==> src/rtl/conv_pkg.sv <==
// Shared constants, state encoding and saturation helper for the convolution writer.
package conv_pkg;

  localparam int unsigned IMG_SIZE = 10;
  localparam int unsigned KER_SIZE = 3;
  localparam int unsigned OUT_SIZE = IMG_SIZE - KER_SIZE + 1;
  localparam int unsigned NWIN     = OUT_SIZE * OUT_SIZE;
  localparam int unsigned NTAP     = KER_SIZE * KER_SIZE;

  localparam int unsigned PIX_W    = 8;
  localparam int unsigned COEF_W   = 8;
  localparam int unsigned ACC_W    = 20;
  localparam int unsigned SHIFT    = 0;
  localparam int unsigned PROD_W   = PIX_W + 1 + COEF_W;
  localparam int unsigned ADDR_W   = 16;
  localparam int unsigned TAP_W    = $clog2(NTAP);
  localparam int unsigned WIN_W    = $clog2(NWIN + 1);

  localparam logic [1:0] ST_IDLE  = 2'd0;
  localparam logic [1:0] ST_RUN   = 2'd1;
  localparam logic [1:0] ST_DRAIN = 2'd2;
  localparam logic [1:0] ST_DONE  = 2'd3;

  typedef enum logic [1:0] {
    IDLE  = ST_IDLE,
    RUN   = ST_RUN,
    DRAIN = ST_DRAIN,
    DONE  = ST_DONE
  } state_t;

  // Arithmetic shift, then clamp into the unsigned pixel range.
  function automatic logic [PIX_W-1:0] saturate(input logic signed [ACC_W-1:0] v);
    logic signed [ACC_W-1:0] sh;
    sh = v >>> SHIFT;
    if (sh[ACC_W-1])               return '0;
    else if (|sh[ACC_W-2:PIX_W])   return '1;
    else                           return sh[PIX_W-1:0];
  endfunction

endpackage

==> src/rtl/conv_accum_writer_if.sv <==
// Tap stream in, filtered-pixel write port and status out.
interface conv_accum_writer_if;
  import conv_pkg::*;

  logic              start;
  logic              in_valid;
  logic [PIX_W-1:0]  in_pixel;
  logic [COEF_W-1:0] in_coef;
  logic              out_we;
  logic [ADDR_W-1:0] out_addr;
  logic [PIX_W-1:0]  out_data;
  logic              busy;
  logic              done;

  modport master (
    output start, in_valid, in_pixel, in_coef,
    input  out_we, out_addr, out_data, busy, done
  );

  modport slave (
    input  start, in_valid, in_pixel, in_coef,
    output out_we, out_addr, out_data, busy, done
  );

endinterface

==> src/rtl/conv_mac.sv <==
// Two-stage multiply-accumulate over one window; exposes the saturated window sum.
module conv_mac
  import conv_pkg::*;
(
  input  logic              clk,
  input  logic              rst,
  input  logic              flush,
  input  logic              tap_valid,
  input  logic              tap_first,
  input  logic              tap_last,
  input  logic [PIX_W-1:0]  pixel,
  input  logic [COEF_W-1:0] coef,
  output logic              win_valid,
  output logic [PIX_W-1:0]  win_data_c
);

  logic signed [PROD_W-1:0] prod_c;
  logic signed [PROD_W-1:0] prod;
  logic                     p_valid;
  logic                     p_first;
  logic                     p_last;
  logic signed [ACC_W-1:0]  acc;

  // Pixel is zero-extended so the product stays signed.
  assign prod_c = PROD_W'($signed({1'b0, pixel})) * PROD_W'($signed(coef));

  always_ff @(posedge clk or posedge rst) begin
    if (rst) begin
      p_valid <= 1'b0;
      p_first <= 1'b0;
      p_last  <= 1'b0;
      prod    <= '0;
    end else if (flush) begin
      p_valid <= 1'b0;
      p_first <= 1'b0;
      p_last  <= 1'b0;
      prod    <= '0;
    end else begin
      p_valid <= tap_valid;
      if (tap_valid) begin
        prod    <= prod_c;
        p_first <= tap_first;
        p_last  <= tap_last;
      end
    end
  end

  always_ff @(posedge clk or posedge rst) begin
    if (rst) begin
      acc       <= '0;
      win_valid <= 1'b0;
    end else if (flush) begin
      acc       <= '0;
      win_valid <= 1'b0;
    end else begin
      win_valid <= p_valid & p_last;
      if (p_valid)
        acc <= p_first ? ACC_W'(prod) : acc + ACC_W'(prod);
    end
  end

  assign win_data_c = saturate(acc);

endmodule

==> src/rtl/conv_accum_writer.sv <==
// Frame FSM, tap/window counters and the filtered-image write port around conv_mac.
module conv_accum_writer
  import conv_pkg::*;
(
  input  logic               clk,
  input  logic               rst,
  conv_accum_writer_if.slave bus
);

  state_t            state;
  state_t            next_state;
  logic [TAP_W-1:0]  tap_cnt;
  logic [WIN_W-1:0]  win_cnt;
  logic              accept_c;
  logic              tap_last_c;
  logic              win_last_c;
  logic              win_valid;
  logic [PIX_W-1:0]  win_data_c;

  // start takes priority, so a tap presented with it is dropped.
  assign accept_c   = (state == RUN) && bus.in_valid && !bus.start;
  assign tap_last_c = (tap_cnt == TAP_W'(NTAP - 1));
  assign win_last_c = (win_cnt == WIN_W'(NWIN - 1));

  always_ff @(posedge clk or posedge rst) begin
    if (rst) state <= IDLE;
    else     state <= next_state;
  end

  always_comb begin
    next_state = state;
    if (bus.start) begin
      next_state = RUN;
    end else begin
      case (state)
        RUN:     if (accept_c && tap_last_c && win_last_c) next_state = DRAIN;
        DRAIN:   if (bus.out_we) next_state = DONE;
        default: next_state = state;
      endcase
    end
  end

  always_ff @(posedge clk or posedge rst) begin
    if (rst) begin
      tap_cnt      <= '0;
      win_cnt      <= '0;
      bus.out_we   <= 1'b0;
      bus.out_addr <= '0;
      bus.out_data <= '0;
      bus.busy     <= 1'b0;
      bus.done     <= 1'b0;
    end else begin
      bus.busy <= (next_state == RUN) || (next_state == DRAIN);
      if (bus.start) begin
        tap_cnt      <= '0;
        win_cnt      <= '0;
        bus.out_we   <= 1'b0;
        bus.out_addr <= '0;
        bus.done     <= 1'b0;
      end else begin
        if (accept_c) begin
          tap_cnt <= tap_last_c ? '0 : tap_cnt + TAP_W'(1);
          if (tap_last_c) win_cnt <= win_cnt + WIN_W'(1);
        end
        bus.out_we <= win_valid;
        if (win_valid) bus.out_data <= win_data_c;
        if (bus.out_we) bus.out_addr <= bus.out_addr + ADDR_W'(1);
        if (state == DRAIN && bus.out_we) bus.done <= 1'b1;
      end
    end
  end

  conv_mac u_mac (
    .clk        (clk),
    .rst        (rst),
    .flush      (bus.start),
    .tap_valid  (accept_c),
    .tap_first  (tap_cnt == '0),
    .tap_last   (tap_last_c),
    .pixel      (bus.in_pixel),
    .coef       (bus.in_coef),
    .win_valid  (win_valid),
    .win_data_c (win_data_c)
  );

endmodule

==> src/flat_wrapper.sv <==
// flat-port wrapper written by rule: the top's interface ports become plain ports
module conv_accum_writer_flat import conv_pkg::*;
  (clk, rst, bus_start, bus_in_valid, bus_in_pixel, bus_in_coef, bus_out_we, bus_out_addr, bus_out_data, bus_busy, bus_done);
  conv_accum_writer_if bus_i ();
  input  logic clk;
  input  logic rst;
  input wire logic [$bits(bus_i.start)-1:0] bus_start;
  input wire logic [$bits(bus_i.in_valid)-1:0] bus_in_valid;
  input wire logic [$bits(bus_i.in_pixel)-1:0] bus_in_pixel;
  input wire logic [$bits(bus_i.in_coef)-1:0] bus_in_coef;
  output wire logic [$bits(bus_i.out_we)-1:0] bus_out_we;
  output wire logic [$bits(bus_i.out_addr)-1:0] bus_out_addr;
  output wire logic [$bits(bus_i.out_data)-1:0] bus_out_data;
  output wire logic [$bits(bus_i.busy)-1:0] bus_busy;
  output wire logic [$bits(bus_i.done)-1:0] bus_done;
  assign bus_i.start = bus_start;
  assign bus_i.in_valid = bus_in_valid;
  assign bus_i.in_pixel = bus_in_pixel;
  assign bus_i.in_coef = bus_in_coef;
  assign bus_out_we = bus_i.out_we;
  assign bus_out_addr = bus_i.out_addr;
  assign bus_out_data = bus_i.out_data;
  assign bus_busy = bus_i.busy;
  assign bus_done = bus_i.done;
  conv_accum_writer u_core (.clk(clk), .rst(rst), .bus(bus_i));
endmodule
==> config.mk <==
export PLATFORM = sky130hd
export DESIGN_NAME = conv_accum_writer_flat
export DESIGN_NICKNAME = d
export VERILOG_FILES = /design/src/rtl/conv_pkg.sv /design/src/rtl/conv_accum_writer_if.sv /design/src/rtl/conv_mac.sv /design/src/rtl/conv_accum_writer.sv /design/src/flat_wrapper.sv
export SDC_FILE = /design/constraint.sdc
export NUM_CORES = 1
export LEC_CHECK = 0
export ABC_CLOCK_PERIOD_IN_PS = 4200
export CAP_MARGIN = 10
export CORE_MARGIN = 1
export CORE_UTILIZATION = 50
export CTS_CLUSTER_DIAMETER = 40
export DETAILED_ROUTE_END_ITERATION = 10
export GPL_ROUTABILITY_DRIVEN = 0
export PLACE_DENSITY = 0.69
export RECOVER_POWER = 100
export SETUP_SLACK_MARGIN = 0.2
export SYNTH_ARGS = -nofsm -noshare
export SYNTH_HDL_FRONTEND = slang
export SYNTH_SLANG_ARGS = --single-unit
==> constraint.sdc <==
create_clock -name clk -period 4.2 [get_ports clk]
set_clock_uncertainty 0.2 [all_clocks]
set_input_delay 0.84 -clock clk [delete_from_list [all_inputs] [get_ports clk]]
set_output_delay 0.84 -clock clk [all_outputs]
set_load 0.02 [all_outputs]
### Word-level counts from Yosys, hierarchy flattened

Index checks and enable logic that the tools add are counted.

* add/subtract/negate cells: 4
* multipliers: 1
* equal/unequal tests: 6
* muxes and demuxes: 28
* bitwise logic cells: 2
* reduce and logical (&&, ||, !) cells: 16

Operators with widths (count)
* 20-bit two-way mux: 3
* 17-bit two-way mux: 2
* 16-bit two-way mux: 2
* 7-bit two-way mux: 3
* 20-bit by 17-bit adder with 20-bit output: 1
* 9-bit by 8-bit multiplier with 17-bit output: 1
* 16-bit by 1-bit adder with 16-bit output, second input constant: 1
* 8-bit two-way mux: 2
* 4-bit two-way mux: 3
* 11-bit OR reduction: 1
* 2-bit nonzero test: 5
* 1-bit two-way mux: 9
* 7-bit by 1-bit adder with 7-bit output, second input constant: 1
* 7-bit by 6-bit equality test with 1-bit output, second input constant: 1
* 2-bit two-way mux: 3
* 1-bit logical AND: 5
* 4-bit by 1-bit adder with 4-bit output, second input constant: 1
* 2-bit by 1-bit equality test with 1-bit output, second input constant: 2
* 2-bit equality test, second input constant: 2
* 4-bit equality test, second input constant: 1
* 4-bit logical NOT: 1
* 2-bit one-hot mux with 2 select lines: 1
* 2-bit AND reduction: 2
* 1-bit AND: 1
* 3 further kinds: 3

* bits in registers: 81
* bits of input ports: 20
* output and inout bits: 27
* word-level logic and storage cells: 71

### Longest topological paths before layout

Gate-level depths: netlist of the first run.

* word-level depth: 10
* depth in mapped cells: 17
* gate-level depth less buffers: 17

### Cells and area by module

A second synthesis of the first run with hierarchy kept.

* cell total of the unflattened synthesis: 769
* area total of the unflattened synthesis: 7045.5 um^2

Modules (own cells, without submodules)
* conv_mac: times used 1, cells an instance 574, area each 5076.1 um^2, seq. area each 1026.0 um^2
* conv_accum_writer: times used 1, cells an instance 195, area each 1969.4 um^2, seq. area each 1001.0 um^2

### Least setup slack after synthesis of the first run

Ideal clock, no wire load.

* kind: input to register
* start: input bus_in_coef[7]
* end: register u_core.u_mac.prod[12]
* library setup time: 0.099 ns
* arrival time: 4.477 ns
* slack: -0.577 ns
* stages on the path: 14
* buffers on the path: 0
* cells stage by stage: inv_1 > nor2_1 > fa_1 > fa_1 > fa_1 > inv_1 > fa_1 > inv_1 > ha_1 > o21ai_0 > o21bai_1 > a31oi_1 > or3_1 > a311oi_1

* word-level cells in the longest chain between the ends: 3

RTL lines
* from (decl): line flat_wrapper.sv:10 `input wire logic [$bits(bus_i.in_coef)-1:0] bus_in_coef;`
* 9-bit by 8-bit multiplier with 17-bit output: line conv_mac.sv:25 `assign prod_c = PROD_W'($signed({1'b0, pixel})) * PROD_W'($signed(coef));`
* 17-bit two-way mux: line conv_mac.sv:40 `if (tap_valid) begin`
* 17-bit two-way mux: line conv_mac.sv:33 `end else if (flush) begin`
* to (signal assigned): line conv_mac.sv:41 `prod <= prod_c;`
* to (decl): line conv_mac.sv:18 `logic signed [PROD_W-1:0] prod;`

No other way between the ends. The select of a mux whose other input is x is not followed.
A chain may end at the register's enable or synchronous reset.

### Worst setup path after layout of the first run

* start: input bus_in_coef[7]
* end: register u_core.u_mac.prod[13]

The elaborated chain is that of the path after synthesis.

==> flow_summary.ini, run 1 <==
[status]
run_status = complete, but fails checks
violations = max-capacitance violations, max-slew violations, negative setup slack

[worst_setup_path]
cpLargestDelayFamily = adder cells
arrival_ns = 4.46
end_kind = flop
max_stage_delay_ns = 0.54
crit_buf_inv = 6
slowest_stage = fa_1
cpMostUsedCell = fa_1
worstPathRequired_ns = 4.22
cp_cell_sequence = buf_8 > buf_6 > nand2b_4 > fa_1 > fa_1 > inv_1 > fa_1 > inv_2 > fa_1 > inv_2 > ha_4 > buf_6 > o21ai_4 > o21ai_4 > a21oi_4 > o211ai_1 > xor2_1 > a22o_1
worst-setup-path-type = in -> reg
worstPathMaxFanout = 3
startpoint_type = input pin

[floorplanning]
die_h_um = 121
placementRows = 42
ios = 47
initial_core_util = 0.521
fp.dieW_um = 121
dieArea_um2 = 14500
core_um2 = 13500

[global_route]
gr-usage-all-layers = 0.235
antenna_found_initial = 0
grt_max_degree = 46
grt_pass1_wl_mm = 27.5
grt_pass1_vias = 5985
gr-total-overflow = 0

[placed_design]
placed_cell_area_um2 = 8020
io_buffers = 46
place_ws_ns = -1.06
dp_hpwl_mm = 12.2

[yosys]
avgSynthCellArea_um2 = 8.94
synthArstFlopShare = 1.00
synthDistinctLibCells = 65
yosysTopAreaCell = dfrtp_1
yosys-top-cells-area = dfrtp_1 29%, ha_1 12%, fa_1 11%
synth_top_area_frac = 0.288
syn_area_um2 = 7030
synth_edf_count = 0
synth_nets = 914
synth_flop_cell = dfrtp_1
syn_inst = 787
synth-seq-area-share = 0.288
synth-warning-count = 0
synth-seq-cells = 81

[power]
powerDensity_nw_per_um2 = 428
power_w = 0.00367
irDropWorstVdd_uv = 257
p_leak_nw = 4.03

[route]
wl_mm = 16.0
drc = 0
drt-wirelength-per-cell_um = 15.2
ant_nets = 0
drt-initial-drc-count = 296
vias_per_cell = 5.61
dr_total_vias = 5920
drt_pre_antenna_iters = 5

[timing]
worstMarginPinSlew_ns = 1.96
rsz0062_at_grt = yes
period_share = 1.06
period_minus_slack_ns = 4.44
max_freq_mhz = 225
finalWorstSetupSlack_ns = -0.241
finalHoldViolCount = 0
slew-limit-headroom = -0.314
maxSlewViolCount = 46
setup-violations-final = 9
fin_setup_tns_ns = -1.53

[clock_network]
tritoncts = built
cts_buffers = 9
clockBufferDepth = 2
cts_root_buf = clkbuf_16
cts.htree.levels = 3
path_clk_slew_ns = 0.06
hold_buffers = 0
clk-insertion-delay-late_ns = 0.34
numClockSinks = 81

[cells_and_area]
num_antenna_cells = 0
drive_above_1_share = 0.175
num-nets-final = 1001
n_fill_cell = 1090
post-route-util = 0.634
final_area_um2 = 8570
areaGrowthSynthToFinish_pct = 21.8
multi_input_area_um2 = 4830
seq_area_um2 = 2030

[worst_hold_path]
hp-class = reg -> reg

[run]
maxCapViolCount = 1
## worst reg2reg max path, cell delays in order (launching register included)
cell and delay, ns:
dfrtp_1 0.41, inv_1 0.09, ha_1 0.23, and2_0 0.16, buf_4 0.25, nand4_1 0.24
nor4_1 0.44, nor3_1 0.08, a2111oi_0 0.59, mux2i_1 0.28
## Yosys cell counts (8+ instances only)
| cell type | count |
|---|---|
| nand4_1 | 10 |
| nand2_1 | 82 |
| dfrtp_1 | 81 |
| clkbuf_1 | 17 |
| fa_1 | 38 |
| xnor2_1 | 18 |
| a21o_1 | 10 |
| and2_1 | 42 |
| nor2b_1 | 8 |
| a21oi_1 | 37 |
| o21ai_0 | 27 |
| inv_1 | 76 |
| nor3_1 | 18 |
| nand3_1 | 10 |
| xor2_1 | 21 |
| nand2b_1 | 8 |
| nor2_1 | 79 |
| a211oi_1 | 16 |
| o31ai_1 | 10 |
| ha_1 | 69 |
## where the power goes
part | total, W | internal (W) | leakage [nW] | switching (W)
clock network | 0.000781 | 0.000474 | 0.142 | 0.000306
logic | 0.00198 | 0.000969 | 2.79 | 0.00101
registers | 0.000909 | 0.000839 | 1.10 | 0.0000701
## cells by family after synthesis
family | after synthesis | synth area share
mux | 7 | 0.00996
simple gates | 284 | 0.198
compound gates | 167 | 0.163
fa+ha+maj | 107 | 0.231
flops | 81 | 0.288
buf+inv | 102 | 0.0605
xor+xnor | 39 | 0.0486
## placed cells by master (no fill, tap or decap), drive strengths merged, types with 4 or more instances in the layout
cell type    Yosys  layout
a211oi          18      18
or3              5       5
dlygate4sd3      0      29
mux2i            7       7
o21a             5       5
clkbuf          20      16
buf              6      68
clkinvlp         0       4
a21o            11      11
nand4           12      12
and3             4       4
dfrtp           81      81
o211ai           5       5
fa              38      38
nand3           10      10
inv             76      74
xor2            21      21
nor2            79      79
a31oi            7       7
nand2b           8       8
and2            42      42
nand2           82      82
a21oi           37      37
ha              69      69
xnor2           18      18
o21bai           5       5
o22ai            4       4
o31ai           11      11
a311oi           5       5
o21ai           34      34
nor3            19      19
nand3b           4       4
nor2b            9       9
## sequential cells by signal, indices dropped and copies added, names as in the netlist, 2 cells and up
signal	flops
u_core.u_mac.acc	20
u_core.state	2
u_core.bus.out_data	8
u_core.tap_cnt	4
u_core.bus.out_addr	16
u_core.win_cnt	7
u_core.u_mac.prod	17
## metrics by stage
stage | hold slack, ns | instances
floorplan | 0.254 | 787
global placement | 0.267 | 1027
detailed placement | 0.271 | 1027
CTS | 0.284 | 1049
global route | 0.316 | 1055
finish | 0.272 | 1055
## repair_timing
item	CTS	global route
buffers inserted	6	6
hold endpoints to repair	0	0
pin swaps	37	32
setup endpoints to repair	12	10
resized for setup	109	47
## routing by layer
metal	global-route usage	up-vias	wire length, µm
li1	-	2880	-
met1	0.294	2902	7370
met2	0.417	116	7860
met3	0.0410	22	562
met4	0.0602	0	221
met5	0	-	0
## cell type report
cell class / instances / share of cell area
clock buffer: 11 / 0.0283
multi-input combinational: 604 / 0.564
tap: 176 / 0.0257
sequential: 81 / 0.237
clock inverter: 5 / 0.00643
inverter: 76 / 0.0339
timing repair buffer: 102 / 0.105
## path summary, 6_finish.rpt
check,from,slack [ns],cells past startpoint,end
max,bus_in_coef[7],-0.24,18,u_core.u_mac.prod[13]
min,u_core.bus.out_data[1],0.27,2,u_core.bus.out_data[1]
max reg2reg,u_core.state[1],1.14,9,u_core.bus.busy
min reg2reg,u_core.bus.out_data[1],0.27,2,u_core.bus.out_data[1]
max in group asynchronous,rst,0.83,3,u_core.u_mac.prod[3]
min in group asynchronous,rst,1.25,2,u_core.bus.out_addr[10]
No activity file was read; power rests on OpenSTA's default activity.
==> run 2, diff against run 1 <==
- GPL_TIMING_DRIVEN: default -> 0
==> flow_summary.ini, run 2 (same netlist as run 1, synthesis figures left out) <==
[worst_setup_path]
end_kind = flop
worst-setup-path-type = in -> reg
worstPathMaxFanout = 8
arrival_ns = 4.47
rrSetupSlack_ns = 1.18
startpoint_type = input pin
startpoint = bus_in_coef[4]
worstPathRequired_ns = 4.24
r2r-start = u_core.u_mac.prod[0]

[floorplanning]
initial_core_util = 0.521
die_h_um = 121
ios = 47
fp.dieW_um = 121
dieArea_um2 = 14500
core_um2 = 13500
placementRows = 42

[cells_and_area]
num-nets-final = 982
largest_reg_flops = 20
final_cell_mix = 81 x nand2_1, 81 x dfrtp_1, 74 x nor2_1
final_area_um2 = 8250
areaGrowthSynthToFinish_pct = 17.3
num_antenna_cells = 0
post-route-util = 0.611
reg.largest.list = u_core.u_mac.acc: 20 flops, u_core.u_mac.prod: 17 flops, u_core.bus.out_addr: 16 flops
drive_above_1_share = 0.115
regMostFlops = u_core.u_mac.acc

[timing]
setup-violations-final = 9
period_share = 1.06
fin_hold_ws_ns = 0.271
finalHoldViolCount = 0
maxSlewViolCount = 0
worstMarginPinSlew_ns = 1.41
max_freq_mhz = 225
period_minus_slack_ns = 4.44
fin_setup_tns_ns = -1.12
rsz0062_at_grt = yes
slew-limit-headroom = 0.0580
finalWorstSetupSlack_ns = -0.235

[global_route]
grt_pass1_vias = 5907
grt_pass1_wl_mm = 29.4
antenna_found_initial = 0
gr-usage-all-layers = 0.254
gr-total-overflow = 0
grt_max_degree = 58

[clock_network]
numClockSinks = 81
hold_buffers = 0
cts_root_buf = clkbuf_16
clk-insertion-delay-late_ns = 0.33
cts.htree.levels = 3
clockBufferDepth = 2
cts_buffers = 9
tritoncts = built
path_clk_slew_ns = 0.06

[power]
powerDensity_nw_per_um2 = 418
irDropWorstVdd_uv = 249
p_leak_nw = 3.85

[route]
wl_mm = 17.1
drt_pre_antenna_iters = 5
drc = 0
dr_total_vias = 5924
drt-wirelength-per-cell_um = 16.6
vias_per_cell = 5.72
ant_nets = 0
drt-initial-drc-count = 375

[placed_design]
placed_cell_area_um2 = 7860
dp_hpwl_mm = 13.1
io_buffers = 45

[status]
violations = negative setup slack
run_status = complete, but fails checks

[run]
maxCapViolCount = 0

[worst_hold_path]
hp-class = reg -> reg
min_from = u_core.bus.out_data[7]
## run 2: cell types whose count changed in the layout (fill, tap and decap cells not counted), sizes merged
cell	delta
clkinvlp	-1
buf	-39
clkbuf	+19
bufinv	+1
## run 2: report_power, final
part / total (W) / switching (W) / leakage [nW] / internal, W
Combinational: 0.00170 / 0.000939 / 2.60 / 0.000764
Sequential: 0.000909 / 0.0000708 / 1.10 / 0.000839
Clock: 0.000832 / 0.000315 / 0.149 / 0.000518
Total: 0.00344 / 0.00132 / 3.85 / 0.00212
## run 2: metrics by stage
step                total power [W]  worst slack (ns)  instances
floorplan                   0.00203            -0.260        787
global placement            0.00232             -1.26       1008
detailed placement          0.00236             -1.29       1009
CTS                         0.00333            -0.219       1032
global route                0.00367            -0.351       1035
finish                      0.00344            -0.235       1035
## run 2: worst paths after layout
kind                                          end  cells past startpoint
min in group asynchronous       u_core.bus.out_we                      2
hold reg to reg            u_core.bus.out_data[7]                      2
setup reg to reg             u_core.u_mac.acc[14]                      9
hold / removal             u_core.bus.out_data[7]                      2
setup / recovery            u_core.u_mac.prod[12]                     14
max in group asynchronous     u_core.u_mac.p_last                      3
## run 2: metal layers
layer | global-route usage | share of wire | vias to the layer above
met5 | 0 | 0 | -
met3 | 0.0340 | 0.039 | 33
met4 | 0.0887 | 0.025 | 0
li1 | - | - | 2830
met2 | 0.437 | 0.50 | 136
met1 | 0.327 | 0.44 | 2925
## run 2: final cells by class
cell class              instances  area (µm²)
clock inverters                 5        81.3
well taps                     176         220
inverters                      76         290
plain buffers                  26         120
clock buffers                  10         229
fillers                      1142        5260
repair buffers                 57         534
flip-flops and latches         81        2030
multi-input cells             604        4750
## run 2: worst max-delay path, cell delays in order
cell and delay (ns):
buf_6 0.11, and2_4 0.16, fa_1 0.57, fa_1 0.44
fa_1 0.53, inv_2 0.04, fa_1 0.54, inv_2 0.05
ha_4 0.27, o21ai_4 0.06, o21bai_4 0.17, a31oi_2 0.12
or3_1 0.31, a311oi_1 0.25
## run 2: timing repair
action / CTS / global route
pin swaps: 29 / 19
resized for setup: 115 / 14
setup buffers: 8 / 3
setup endpoints to repair: 12 / 10
